==> src/rtl/pipelined_addsub_if.sv <==
// Operand/result bus of the pipelined adder/subtractor.
// Both sides use valid/ready: a beat moves only on a rising clk edge where
// valid and ready are both 1. A producer holds valid and its data stable
// until that edge. ready may depend combinationally on the other side.
interface pipelined_addsub_if #(
  parameter int WIDTH = 8
);
  logic             in_valid;
  logic             in_ready;
  logic [WIDTH-1:0] a;
  logic [WIDTH-1:0] b;
  logic             sub;
  logic             out_valid;
  logic             out_ready;
  logic [WIDTH-1:0] s;
  logic             co;
  logic             ovf;
  logic             zero;

  modport master (
    output in_valid, a, b, sub, out_ready,
    input  in_ready, out_valid, s, co, ovf, zero
  );

  modport slave (
    input  in_valid, a, b, sub, out_ready,
    output in_ready, out_valid, s, co, ovf, zero
  );
endinterface

==> src/rtl/pipelined_addsub.sv <==
// Pipelined two's-complement add/sub, one CHUNK-bit slice per stage.
// Optional feature: define ADDSUB_SATURATE_EN to clamp s on signed overflow.
module pipelined_addsub #(
  parameter int WIDTH = 8,
  parameter int CHUNK = 4
) (
  input logic               clk,
  input logic               rst,
  pipelined_addsub_if.slave bus
);
  localparam int STAGES = WIDTH / CHUNK;
  localparam int LAST   = STAGES - 1;

  if (CHUNK < 1 || WIDTH < CHUNK || (WIDTH % CHUNK) != 0) begin : g_param_check
    $error("pipelined_addsub: WIDTH must be a non-zero multiple of CHUNK");
  end

  // Stage registers; index k holds the state after stage k has run.
  logic             v_r [STAGES];
  logic             c_r [STAGES];
  logic [WIDTH-1:0] a_r [STAGES];
  logic [WIDTH-1:0] b_r [STAGES];
  logic [WIDTH-1:0] s_r [STAGES];
  logic             ovf_r;
  logic             zero_r;

  // Stage inputs and the slice result each stage produces.
  logic             v_n   [STAGES];
  logic             cin   [STAGES];
  logic             c_n   [STAGES];
  logic [WIDTH-1:0] a_n   [STAGES];
  logic [WIDTH-1:0] b_n   [STAGES];
  logic [WIDTH-1:0] s_n   [STAGES];
  logic [CHUNK:0]   slice_sum [STAGES];

  logic             adv;
  logic [WIDTH-1:0] raw_s;
  logic             raw_co;
  logic             msb_cin;
  logic             raw_ovf;
  logic [WIDTH-1:0] final_s;

  assign adv = bus.out_ready | ~v_r[LAST];

  // Stage 0 takes the live operands with b pre-inverted for subtraction;
  // later stages take the operands delayed by the previous stage.
  always_comb begin
    for (int k = 0; k < STAGES; k++) begin
      v_n[k]       = 1'b0;
      cin[k]       = 1'b0;
      a_n[k]       = '0;
      b_n[k]       = '0;
      s_n[k]       = '0;
      c_n[k]       = 1'b0;
      slice_sum[k] = '0;
    end
    v_n[0] = bus.in_valid;
    cin[0] = bus.sub;
    a_n[0] = bus.a;
    b_n[0] = bus.b ^ {WIDTH{bus.sub}};
    s_n[0] = '0;
    for (int k = 1; k < STAGES; k++) begin
      v_n[k] = v_r[k-1];
      cin[k] = c_r[k-1];
      a_n[k] = a_r[k-1];
      b_n[k] = b_r[k-1];
      s_n[k] = s_r[k-1];
    end
    for (int k = 0; k < STAGES; k++) begin
      slice_sum[k] = {1'b0, a_n[k][k*CHUNK +: CHUNK]}
                   + {1'b0, b_n[k][k*CHUNK +: CHUNK]}
                   + {{CHUNK{1'b0}}, cin[k]};
      s_n[k][k*CHUNK +: CHUNK] = slice_sum[k][CHUNK-1:0];
      c_n[k] = slice_sum[k][CHUNK];
    end
  end

  // Carry into the MSB is recovered from the MSB sum bit and its operands.
  always_comb begin
    raw_s   = s_n[LAST];
    raw_co  = c_n[LAST];
    msb_cin = a_n[LAST][WIDTH-1] ^ b_n[LAST][WIDTH-1] ^ raw_s[WIDTH-1];
    raw_ovf = msb_cin ^ raw_co;
  end

`ifdef ADDSUB_SATURATE_EN
  // A wrapped negative-looking sum means the true result overflowed upward.
  always_comb begin
    final_s = raw_s;
    if (raw_ovf) begin
      if (raw_s[WIDTH-1]) final_s = {1'b0, {(WIDTH-1){1'b1}}};
      else                final_s = {1'b1, {(WIDTH-1){1'b0}}};
    end
  end
`else
  assign final_s = raw_s;
`endif

  // Data registers load only for valid beats so idle stages keep quiet.
  always_ff @(posedge clk) begin
    if (rst) begin
      for (int k = 0; k < STAGES; k++) begin
        v_r[k] <= 1'b0;
        c_r[k] <= 1'b0;
        a_r[k] <= '0;
        b_r[k] <= '0;
        s_r[k] <= '0;
      end
      ovf_r  <= 1'b0;
      zero_r <= 1'b0;
    end else if (adv) begin
      for (int k = 0; k < STAGES; k++) begin
        v_r[k] <= v_n[k];
        if (v_n[k]) begin
          c_r[k] <= c_n[k];
          a_r[k] <= a_n[k];
          b_r[k] <= b_n[k];
          s_r[k] <= (k == LAST) ? final_s : s_n[k];
        end
      end
      if (v_n[LAST]) begin
        ovf_r  <= raw_ovf;
        zero_r <= (final_s == '0);
      end
    end
  end

  assign bus.in_ready  = adv;
  assign bus.out_valid = v_r[LAST];
  assign bus.s         = s_r[LAST];
  assign bus.co        = c_r[LAST];
  assign bus.ovf       = ovf_r;
  assign bus.zero      = zero_r;
endmodule

==> src/flat_wrapper.sv <==
// flat-port wrapper written by rule: the top's interface ports become plain ports
module pipelined_addsub_flat 
#(
  parameter int WIDTH = 8,
  parameter int CHUNK = 4
)
  (clk, rst, bus_in_valid, bus_a, bus_b, bus_sub, bus_out_ready, bus_in_ready, bus_out_valid, bus_s, bus_co, bus_ovf, bus_zero);
  pipelined_addsub_if #(.WIDTH(WIDTH)) bus_i ();
  input logic clk;
  input logic rst;
  input wire logic [$bits(bus_i.in_valid)-1:0] bus_in_valid;
  input wire logic [$bits(bus_i.a)-1:0] bus_a;
  input wire logic [$bits(bus_i.b)-1:0] bus_b;
  input wire logic [$bits(bus_i.sub)-1:0] bus_sub;
  input wire logic [$bits(bus_i.out_ready)-1:0] bus_out_ready;
  output wire logic [$bits(bus_i.in_ready)-1:0] bus_in_ready;
  output wire logic [$bits(bus_i.out_valid)-1:0] bus_out_valid;
  output wire logic [$bits(bus_i.s)-1:0] bus_s;
  output wire logic [$bits(bus_i.co)-1:0] bus_co;
  output wire logic [$bits(bus_i.ovf)-1:0] bus_ovf;
  output wire logic [$bits(bus_i.zero)-1:0] bus_zero;
  assign bus_i.in_valid = bus_in_valid;
  assign bus_i.a = bus_a;
  assign bus_i.b = bus_b;
  assign bus_i.sub = bus_sub;
  assign bus_i.out_ready = bus_out_ready;
  assign bus_in_ready = bus_i.in_ready;
  assign bus_out_valid = bus_i.out_valid;
  assign bus_s = bus_i.s;
  assign bus_co = bus_i.co;
  assign bus_ovf = bus_i.ovf;
  assign bus_zero = bus_i.zero;
  pipelined_addsub #(.WIDTH(WIDTH), .CHUNK(CHUNK)) u_core (.clk(clk), .rst(rst), .bus(bus_i));
endmodule
==> config.mk <==
export PLATFORM = sky130hd
export DESIGN_NAME = pipelined_addsub_flat
export DESIGN_NICKNAME = d
export VERILOG_FILES = /design/src/rtl/pipelined_addsub_if.sv /design/src/rtl/pipelined_addsub.sv /design/src/flat_wrapper.sv
export SDC_FILE = /design/constraint.sdc
export NUM_CORES = 1
export LEC_CHECK = 0
export CORE_MARGIN = 10
export CORE_UTILIZATION = 52
export DETAILED_ROUTE_END_ITERATION = 10
export GPL_ROUTABILITY_DRIVEN = 0
export MAX_ROUTING_LAYER = met4
export PLACE_DENSITY = 0.83
export SLEW_MARGIN = 20
export SYNTH_ARGS = -nofsm -noshare
export SYNTH_HDL_FRONTEND = slang
export SYNTH_SLANG_ARGS = --single-unit
==> constraint.sdc <==
create_clock -name clk -period 4.8 [get_ports clk]
set_input_delay 0.96 -clock clk [delete_from_list [all_inputs] [get_ports clk]]
set_output_delay 0.96 -clock clk [all_outputs]
set_load 0.02 [all_outputs]
# After elaboration in Yosys (flattened, before gate mapping)
# Memories as Yosys holds them, arrays and structs flattened.
# Cells that the tools add are included.
classes:
  reduce_logical: 2
  bitwise: 16
  n_mux: 23
  n_addsub: 4
ops:
  columns: ["cell", "n"]
  rows:
  - ["2-to-1 mux 8 bit", 6]
  - ["2-to-1 mux 1 bit", 17]
  - ["OR 1 bit", 11]
  - ["adder 4 x 4 -> 5 bit", 2]
  - ["adder 5 x 1 -> 5 bit", 2]
  - ["logical NOT 8 bit", 1]
  - ["XOR 8 bit", 1]
  - ["XOR 1 bit", 3]
  - ["AND reduction 2 bit", 1]
  - ["NOT 1 bit", 1]
totals:
  input_bits: 21
  word_cells: 52
  n_memories: 5
  ff_bits: 2
  ram_bits: 52
mem_list:
  columns: ["name", "words", "width", "rd", "rd_ports_with_merged_regs", "write_ports", "line", "text"]
  rows:
  - ["u_core.a_r", 2, 8, 1, 0, 2, "pipelined_addsub.sv:21", "logic [WIDTH-1:0] a_r [STAGES];"]
  - ["u_core.b_r", 2, 8, 1, 0, 2, "pipelined_addsub.sv:22", "logic [WIDTH-1:0] b_r [STAGES];"]
  - ["u_core.s_r", 2, 8, 2, 0, 2, "pipelined_addsub.sv:23", "logic [WIDTH-1:0] s_r [STAGES];"]
  - ["u_core.c_r", 2, 1, 2, 0, 2, "pipelined_addsub.sv:20", "logic c_r [STAGES];"]
  - ["u_core.v_r", 2, 1, 2, 0, 2, "pipelined_addsub.sv:19", "logic v_r [STAGES];"]

# Longest topological paths before layout
# Gate-level depths: netlist of run 1.
# An unclocked memory read counts as a cell.
depth:
  word_depth: 7
  ltp_mapped: 7
  ltp_nobuf: 7

# Worst setup path before layout of run 1
# Ideal clock, no wire load.
synth_path:
  path_type: "input to register"
  startpoint: "input port bus_sub"
  endpoint: "memory u_core.c_r[0][0] (data pin)"
  required_time_ns: 4.654
  setup_time_ns: 0.146
  arrival_time_ns: 2.093
  cell_stages: 7
  setup_slack_ns: 2.561
  cell_sequence: "buf_4 xor2_1 inv_1 fa_1 nor2b_1 o21ai_0 a21oi_1"
synth_lines:
  columns: ["item", "line", "text"]
  rows:
  - ["start, declared", "flat_wrapper.sv:14", "input wire logic [$bits(bus_i.sub)-1:0] bus_sub;"]
  - ["end, declared", "pipelined_addsub.sv:20", null]

# Worst setup path in the final report of run 1
layout_path:
  startpoint: "input port bus_out_ready"
  endpoint: "output port bus_in_ready"
layout_via:
  elab_chain_len: 1
layout_lines:
  columns: ["item", "line", "text"]
  rows:
  - ["start, declared", "flat_wrapper.sv:15", "input wire logic [$bits(bus_i.out_ready)-1:0] bus_out_ready;"]
  - ["OR 1 bit", "pipelined_addsub.sv:43", "assign adv = bus.out_ready | ~v_r[LAST];"]
  - ["end, declared", "flat_wrapper.sv:16", "output wire logic [$bits(bus_i.in_ready)-1:0] bus_in_ready;"]
# Every way passes these cells.

==> results of run 1 <==
## final cells by class
| class | count | area, um^2 | share of cell area, % |
|---|---|---|---|
| clock buffer | 3 | 22.5 | 1.31 |
| clock inverter | 1 | 3.75 | 0.218 |
| inverter | 7 | 26.3 | 1.52 |
| multi-input combinational | 71 | 544 | 31.5 |
| sequential | 26 | 761 | 44.1 |
| tap | 30 | 37.5 | 2.18 |
| timing repair buffer | 33 | 330 | 19.1 |
## Yosys cell counts
master	n	area, um^2
edfxtp_1	24	721
nor2_1	13	48.8
and2_1	10	62.6
inv_1	7	26.3
ha_1	6	75.1
xnor2_1	6	52.6
xor2_1	6	52.6
a21oi_1	5	25.0
a21o_1	3	22.5
fa_1	3	60.1
buf_4	2	15.0
dfxtp_1	2	40.0
nand2b_1	2	12.5
nor2b_1	2	12.5
o21ai_0	2	10.0
a311oi_1	1	8.76
a41o_1	1	10.0
and2_2	1	7.51
and2_4	1	8.76
buf_2	1	5.00
mux2i_1	1	10.0
nand2_1	1	3.75
nor2b_4	1	13.8
nor3_1	1	5.00
nor3_2	1	10.0
o21a_1	1	7.51
o21ai_1	1	5.00
or2_2	1	6.26
or4b_4	1	13.8
## metal layers
| metal | share of wire, % | vias to the layer above | GRT usage (%) |
|---|---|---|---|
| li1 | - | 435 | - |
| met1 | 39 | 391 | 8.77 |
| met2 | 50 | 29 | 16.8 |
| met3 | 6.9 | 5 | 2.37 |
| met4 | 3.6 | 0 | 7.74 |
| met5 | 0 | - | - |
## logic make-up (layout without fill, tap and decap cells)
logic type,Yosys count,in the layout,share of synthesized area (%)
adder cells (fa/ha/maj),9,9,10.0
buffers and inverters,10,44,3.43
AND/OR/NAND/NOR,35,35,15.2
flip-flops,26,26,56.3
multiplexers,1,1,0.741
AO/OA/AOI/OAI,14,14,6.57
XOR/XNOR,12,12,7.78
## worst register-to-register path, cell delays in order, from the launching register on
cell,delay [ns]
edfxtp_1,0.43
fa_1,0.46
inv_1,0.08
fa_1,0.42
or4b_4,0.22
nor3_2,0.03
a41o_1,0.22
## sequential cells by signal, indices dropped and copies added (netlist names)
signal           count
u_core.b_r           4
u_core.c_r           2
u_core.s_r          12
u_core.bus.zero      1
u_core.v_r           2
u_core.bus.ovf       1
u_core.a_r           4
## power by group
group / switching (mW) / internal, mW
Clock: 0.0638 / 0.0305
Combinational: 0.0608 / 0.0652
Sequential: 0.00894 / 0.273
Total: 0.134 / 0.369
## through the flow
step / utilization [%] / instances / setup slack (ns) / instance area [um^2]
final: 69.6 / 171 / 1.53 / 1730
after global routing: 69.6 / 171 / 1.48 / 1730
after CTS: 69.6 / 171 / 1.53 / 1730
after detailed placement: 68.6 / 167 / 1.53 / 1700
after global placement: 68.6 / 167 / 1.57 / 1700
after floorplan: - / 107 / 2.56 / 1350
## worst paths after layout
kind / from / end / slack (ns)
worst max-delay path: bus_out_ready / bus_in_ready / 1.53
worst min-delay path: u_core.bus.ovf / u_core.bus.ovf / 0.56
worst max register to register: u_core.b_r[0][4] / u_core.bus.zero / 2.84
worst min register to register: u_core.bus.ovf / u_core.bus.ovf / 0.56
==> flow_summary_export.csv, run 1 <==
group,metric,value,unit
outcome,status,"completed",
grt,grt_pass1_vias,900,
routing,drc,0,
layout,final_common_cell,"clkdlybuf4s50_1",
layout,antenna_cells,0,
layout,drive_gt1_share,6.38,%
floorplan,initial_core_util,54.5,%
place,numPortBuffers,33,
cts,cts-root-buf,"clkbuf_4",
power,p_leak,0.687,nW
critical_path,critPathKind,"in2out",
layout,fill_cells,194,
routing,vias_per_cell,5.03,
critical_path,crit_chain,"clkdlybuf4s50_1 > nand2b_1 > clkdlybuf4s50_1",
cts,numCtsBuffers,3,
logic_synthesis,ys_types,29,
cts,clkTransAtPathRegs,0.14,ns
critical_path,end_kind,"output port",
sta,layout_worst_path_cycle_share,68.0,%
sta,max-slew-margin-rel,42.4,%
grt,grt_pass1_wl,3840,um
layout,syn2layout_area_growth,27.7,%
sta,fin_tns_setup,0,ns
cts,cts_resized,0,
cts,cts_buffer_depth,2,
sta,slew_violations,0,
critical_path,crit_path_start_kind,"primary input",
routing,via_count,860,
cts,cts_setup_buffers,0,
logic_synthesis,netlist_area,1350,um^2
power,powerDensity,291,nW/um^2
grt,overflow,0,
critical_path,crit_family,"buffers and inverters",
grt,grt.total_usage,9.67,%
sta,period_needed,3.27,ns
critical_path,crit_arrival,2.31,ns
sta,holdWs,0.564,ns
critical_path,cp_num_buf_inv,2,
logic_synthesis,synth.yosys.seq_area_share,56.3,%
sta,worst_slew_pin_slew,0.858,ns
layout,final_cell_mix,"clkdlybuf4s50_1 (33), edfxtp_1 (24), nor2_1 (13), and2_1 (10), inv_1 (7)",
grt,antenna_found_initial,0,
critical_path,critPathMaxFanout,7,
sta,finalHoldViolCount,0,
routing,drt_pass1_iterations,4,
power,fin_total_pwr,0.503,mW
routing,drtIter0Drc,29,
sta,rsz0062_at_grt,"false",
cts,cts.sinks,26,
critical_path,critical_path.max_stage_delay,0.67,ns
sta,fmax,0.306,GHz
critical_path,crit_path_frequent_cell,"clkdlybuf4s50_1",
cts,htreeDepth,1,
logic_synthesis,yosysWarnings,0,
logic_synthesis,syn_nets,137,
floorplan,fp-row-count,18,
floorplan,die-height,71.0,um
critical_path,cp_slowest_cell,"clkdlybuf4s50_1",
layout,nets,172,
logic_synthesis,synth_seq_cells,26,
critical_path,cp.depth,3,
routing,wl,2250,um
critical_path,r2r_cells,6,
power,vdd.ir_drop.worst,0.000185,V
flow_run,drv_cap,0,
cts,tritoncts,"built",
floorplan,pin_count,34,
cts,holdBufCountCts,0,
routing,ant_nets,0,
critical_path,required,3.84,ns
logic_synthesis,synthCells,107,
worst_hold_path,worstHoldPathCells,2,
floorplan,dieArea,5040,um^2
place,dp_hpwl,1880,um
logic_synthesis,syn_area_per_cell,12.6,um^2
grt,grt_max_degree,15,
sta,setup_viol,0,
sta,fin_worst_skew,0.00393,ns
worst_hold_path,hold_class,"reg2reg",
cts,clock_latency,0.32,ns
floorplan,fp.dieW,71.0,um
floorplan,core_area,2480,um^2
routing,avgRoutedWirePerCell,13.2,um
Note: power is estimated with default switching activity, not from simulation.
==> run 2, diff against run 1 <==
--- a/config.mk
+++ b/config.mk
@@ -6,11 +6,11 @@
 export NUM_CORES = 1
 export LEC_CHECK = 0
 export CORE_MARGIN = 10
-export CORE_UTILIZATION = 52
+export CORE_UTILIZATION = 48
 export DETAILED_ROUTE_END_ITERATION = 10
 export GPL_ROUTABILITY_DRIVEN = 0
 export MAX_ROUTING_LAYER = met4
-export PLACE_DENSITY = 0.83
+export PLACE_DENSITY = 0.77
 export SLEW_MARGIN = 20
 export SYNTH_ARGS = -nofsm -noshare
 export SYNTH_HDL_FRONTEND = slang
==> constraint.sdc (replaced) <==
create_clock -name clk -period 3.3 [get_ports clk]
set_input_delay 0.66 -clock clk [delete_from_list [all_inputs] [get_ports clk]]
set_output_delay 0.66 -clock clk [all_outputs]
set_load 0.02 [all_outputs]
==> run 2 against run 1 <==
Compared with the run above:
- clock skew is 0.00082 ns lower
- cell area is 1.6% higher
- final cell count is 0.58% higher
- routed wire length is 1.4% higher
- combinational power is 45% higher
- core utilization is 5.5 points lower
- setup slack worse by 0.90 ns
- critical path depth stayed put
- register-to-register slack worse by 1.5 ns
- clock power is 130% higher
- sequential cell count stayed put
- sequential share of layout area is 0.69 points lower
- highest routed layer unchanged
==> flow_summary_export.csv, run 2 (synthesis gave the netlist of run 1 again) <==
group,metric,value,unit
cts,cts_setup_buffers,0,
worst_hold_path,hold_class,"reg2reg",
critical_path,crit_path_start_kind,"primary input",
routing,ant_nets,0,
floorplan,core_area,2730,um^2
sta,max-slew-margin-rel,47.7,%
cts,numCtsBuffers,3,
layout,syn2layout_area_growth,29.7,%
critical_path,crit_arrival,2.01,ns
cts,cts.sinks,26,
layout,reg_top3,"u_core.s_r x12, u_core.a_r x4, u_core.b_r x4",
sta,layout_worst_path_cycle_share,80.9,%
layout,final_common_cell,"clkdlybuf4s50_1",
cts,clock_latency,0.32,ns
outcome,status,"completed",
sta,slew_violations,0,
routing,via_count,842,
layout,antenna_cells,0,
routing,wl,2280,um
critical_path,required,2.64,ns
power,powerDensity,462,nW/um^2
layout,final_cell_mix,"clkdlybuf4s50_1 (33), edfxtp_1 (24), nor2_1 (13), and2_1 (10), inv_1 (7)",
cts,holdBufCountCts,0,
power,vdd.ir_drop.worst,0.000335,V
sta,fin_ws,0.631,ns
grt,grt_pass1_vias,916,
sta,fmax,0.375,GHz
sta,period_needed,2.67,ns
cts,htreeDepth,1,
layout,largest_register_ffs,12,
cts,cts-root-buf,"clkbuf_4",
layout,drive_gt1_share,7.09,%
place,dp_hpwl,1890,um
cts,tritoncts,"built",
sta,setup_viol,0,
floorplan,dieArea,5340,um^2
grt,grt_pass1_wl,3840,um
cts,clkTransAtPathRegs,0.14,ns
critical_path,end_kind,"output port",
sta,fin_worst_skew,0.00311,ns
cts,cts_resized,0,
power,p_leak,0.699,nW
routing,drtIter0Drc,66,
place,numPortBuffers,33,
routing,drc,0,
routing,drt_pass1_iterations,4,
sta,fin_tns_setup,0,ns
layout,top_register,"u_core.s_r",
critical_path,critPathKind,"in2out",
cts,cts_buffer_depth,2,
layout,nets,172,
place,pre_cts_ws,0.638,ns
grt,grt.total_usage,8.98,%
sta,rsz0062_at_grt,"false",
sta,finalHoldViolCount,0,
grt,overflow,0,
critical_path,critPathMaxFanout,7,
floorplan,pin_count,34,
power,fin_total_pwr,0.809,mW
routing,vias_per_cell,4.90,
grt,grt_max_degree,16,
sta,worst_slew_pin_slew,0.779,ns
flow_run,drv_cap,0,
routing,avgRoutedWirePerCell,13.3,um
floorplan,initial_core_util,49.4,%
floorplan,fp.dieW,73.1,um
floorplan,fp-row-count,19,
grt,antenna_found_initial,0,
floorplan,die-height,73.1,um
-- run 2: cell types whose count changed in the layout (fill, tap and decap cells not counted), sizes merged --
cell    delta
bufinv     +1
clkinv     -1
-- run 2: final timing paths --
kind                    start         endpoint  slack, ns  depth (start not counted)
max             bus_out_ready     bus_in_ready       0.63                          3
min            u_core.bus.ovf   u_core.bus.ovf       0.53                          2
max reg2reg  u_core.b_r[0][4]  u_core.bus.zero       1.37                          6
min reg2reg    u_core.bus.ovf   u_core.bus.ovf       0.53                          2
-- run 2: cell type report --
cell class	count	area (um^2)
clock inverter	1	30.0
inverter	7	26.3
sequential	26	761
tap	31	38.8
clock buffer	3	22.5
fill	232	981
timing repair buffer	33	330
multi-input combinational	71	544
-- run 2: worst max-delay path: stages --
cell,delay [ns]
clkdlybuf4s50_1,0.45
nand2b_1,0.23
clkdlybuf4s50_1,0.67
-- run 2: layer usage --
layer / GRT usage (%) / routed length (um) / vias to the layer above
met5: - / 0 / -
met4: 4.43 / 46 / 0
met3: 1.63 / 151 / 4
met2: 16.8 / 1130 / 29
met1: 8.47 / 952 / 373
li1: - / - / 436
-- run 2: power breakdown --
group          internal [mW]  switching (mW)
Sequential             0.397          0.0124
Combinational         0.0945          0.0886
Clock                  0.123          0.0932
-- run 2: through the flow --
step           utilization, %  cells  area (um^2)  hold slack (ns)
2_1_floorplan               -    107         1350            0.527
3_3_place_gp             62.2    168         1700            0.506
3_5_place_dp             62.2    168         1700            0.520
4_1_cts                  64.1    172         1750            0.538
5_1_grt                  64.1    172         1750            0.595
6_report                 64.1    172         1750            0.532
==> run 3, diff against run 2 <==
--- a/config.mk
+++ b/config.mk
@@ -6,11 +6,11 @@
 export NUM_CORES = 1
 export LEC_CHECK = 0
 export CORE_MARGIN = 10
-export CORE_UTILIZATION = 48
+export CORE_UTILIZATION = 43
 export DETAILED_ROUTE_END_ITERATION = 10
 export GPL_ROUTABILITY_DRIVEN = 0
 export MAX_ROUTING_LAYER = met4
-export PLACE_DENSITY = 0.77
+export PLACE_DENSITY = 0.73
 export SLEW_MARGIN = 20
 export SYNTH_ARGS = -nofsm -noshare
 export SYNTH_HDL_FRONTEND = slang
==> constraint.sdc (replaced) <==
create_clock -name clk -period 2.35 [get_ports clk]
set_input_delay 0.47 -clock clk [delete_from_list [all_inputs] [get_ports clk]]
set_output_delay 0.47 -clock clk [all_outputs]
set_load 0.02 [all_outputs]
==> run 3 against run 2 <==
Compared with the run above:
- die area grew 8.4%
- routed wire length grew 1.4%
- register-to-register slack lost 0.96 ns
- highest routed layer unchanged
- worst hold slack gained 0.0040 ns
- largest power group unchanged
==> flow_summary_export.csv, run 3 (synthesis gave the netlist of run 1 again) <==
group,metric,value,unit
outcome,status,"completed",
critical_path,crit_arrival,1.67,ns
floorplan,core_area,3030,um^2
layout,drive_gt1_share,8.39,%
routing,vias_per_cell,4.71,
worst_hold_path,hold_class,"reg2reg",
grt,antenna_found_initial,0,
power,combPwrFrac,25.7,%
sta,fin_tns_setup,0,ns
sta,setup_viol,0,
layout,final_cell_mix,"clkdlybuf4s50_1 (33), edfxtp_1 (24), nor2_1 (13), and2_1 (10), inv_1 (7)",
critical_path,end_kind,"output port",
layout,top_register,"u_core.s_r",
sta,max-slew-margin-rel,68.8,%
floorplan,pin_count,34,
power,seqPwrFrac,56.8,%
power,p_leak,0.699,nW
critical_path,crit_path_start_kind,"primary input",
sta,rsz0062_at_grt,"false",
floorplan,initial_core_util,44.6,%
routing,drtIter0Drc,26,
critical_path,worstReg2RegStart,"u_core.b_r[0][4]",
sta,layout_worst_path_cycle_share,91.2,%
layout,final_common_cell,"clkdlybuf4s50_1",
cts,clock_latency,0.31,ns
routing,drc,0,
sta,fin_worst_skew,0.00384,ns
place,dp.cells,184,
power,sw_frac_of_total,25.6,%
critical_path,required,1.88,ns
sta,holdWs,0.536,ns
critical_path,reg2reg_to,"u_core.bus.zero",
critical_path,crit_path_end,"bus_in_ready",
power,power_switching,0.259,mW
flow_run,drv_cap,0,
layout,antenna_cells,0,
layout,design_area,1760,um^2
sta,fin_ws,0.206,ns
sta,finalHoldViolCount,0,
grt,grt.total_usage,7.99,%
cts,cts.sinks,26,
layout,fin_cells,187,
floorplan,dieArea,5790,um^2
grt,grt_max_degree,14,
critical_path,r2r_cells,6,
layout,fill_cells,271,
sta,worst_slew_pin_slew,0.467,ns
place,dp_hpwl,1970,um
critical_path,startpoint,"bus_out_ready",
cts,clkTransAtPathRegs,0.12,ns
power,p_int,0.754,mW
cts,numCtsBuffers,3,
place,dpl_cell_area,1740,um^2
power,powerDensity,575,nW/um^2
floorplan,fp-row-count,20,
layout,largest_register_ffs,12,
routing,via_count,881,
grt,grt_pass1_wl,3750,um
grt,grt_pass1_vias,927,
cts,cts_buffer_depth,2,
floorplan,fp.dieW,76.1,um
cts,cts_setup_buffers,0,
place,numPortBuffers,33,
layout,nets,175,
sta,period_needed,2.14,ns
layout,reg_top3,"u_core.s_r x12, u_core.a_r x4, u_core.b_r x4",
cts,cts_resized,0,
routing,ant_nets,0,
routing,wl,2310,um
grt,overflow,0,
critical_path,critPathKind,"in2out",
power,vdd.ir_drop.worst,0.000206,V
place,pre_cts_ws,0.0547,ns
critical_path,r2r_slack,0.41,ns
critical_path,critPathMaxFanout,2,
cts,htreeDepth,1,
cts,cts-root-buf,"clkbuf_4",
floorplan,die-height,76.1,um
routing,avgRoutedWirePerCell,12.4,um
layout,syn2layout_area_growth,30.4,%
routing,drt_pass1_iterations,4,
sta,slew_violations,0,
cts,holdBufCountCts,0,
sta,fmax,0.466,GHz
cts,tritoncts,"built",
power,p_clk_share,17.5,%
## run 3: cell types whose count changed in the layout (fill, tap and decap cells not counted), sizes merged
cell and change:
buf +3, bufinv -1
## run 3: critical path, stage by stage
cell             delay (ns)
clkdlybuf4s50_1        0.44
nand2b_1               0.13
clkdlybuf4s50_1        0.63
## run 3: layer usage
metal,global-route usage (%),up-vias,routed length [um],part of all wire [%]
met3,1.06,4,69,3.0
met2,14.2,31,1110,48
met4,6.13,0,71,3.1
li1,-,441,-,-
met1,7.69,405,1060,46
met5,-,-,0,0
## run 3: area by class of cell
cell class              instances  area [um^2]  area share, %
multi-input cells              71          544           30.9
well taps                      44         55.1           3.12
inverters                       7         26.3           1.49
repair buffers                 36          353           20.0
clock buffers                   3         22.5           1.28
flip-flops and latches         26          761           43.2
## run 3: worst min path at each step
stage | startpoint | to | slack, ns | cells after the start
floorplan | u_core.s_r[0][0] | u_core.s_r[0][8] | 0.53 | 1
global placement | u_core.bus.ovf | u_core.bus.ovf | 0.51 | 2
detailed placement | u_core.bus.ovf | u_core.bus.ovf | 0.52 | 2
CTS | u_core.bus.ovf | u_core.bus.ovf | 0.54 | 2
global route | u_core.bus.ovf | u_core.bus.ovf | 0.57 | 2
finish | u_core.bus.ovf | u_core.bus.ovf | 0.54 | 2
## run 3: stage by stage
stage                     total power [mW]  utilization (%)
after floorplan                      0.744                -
after global placement               0.844             57.4
after detailed placement             0.852             57.4
after CTS                             1.02             58.2
after global routing                  1.06             58.2
final                                 1.01             58.2
## run 3: power groups by stage
stage	sequential (mW)	clock, mW	combinational, mW
after detailed placement	0.588	0	0.264
after floorplan	0.610	0	0.133
after global placement	0.585	0	0.258
final	0.576	0.177	0.261
after global routing	0.580	0.195	0.287
after CTS	0.577	0.181	0.265
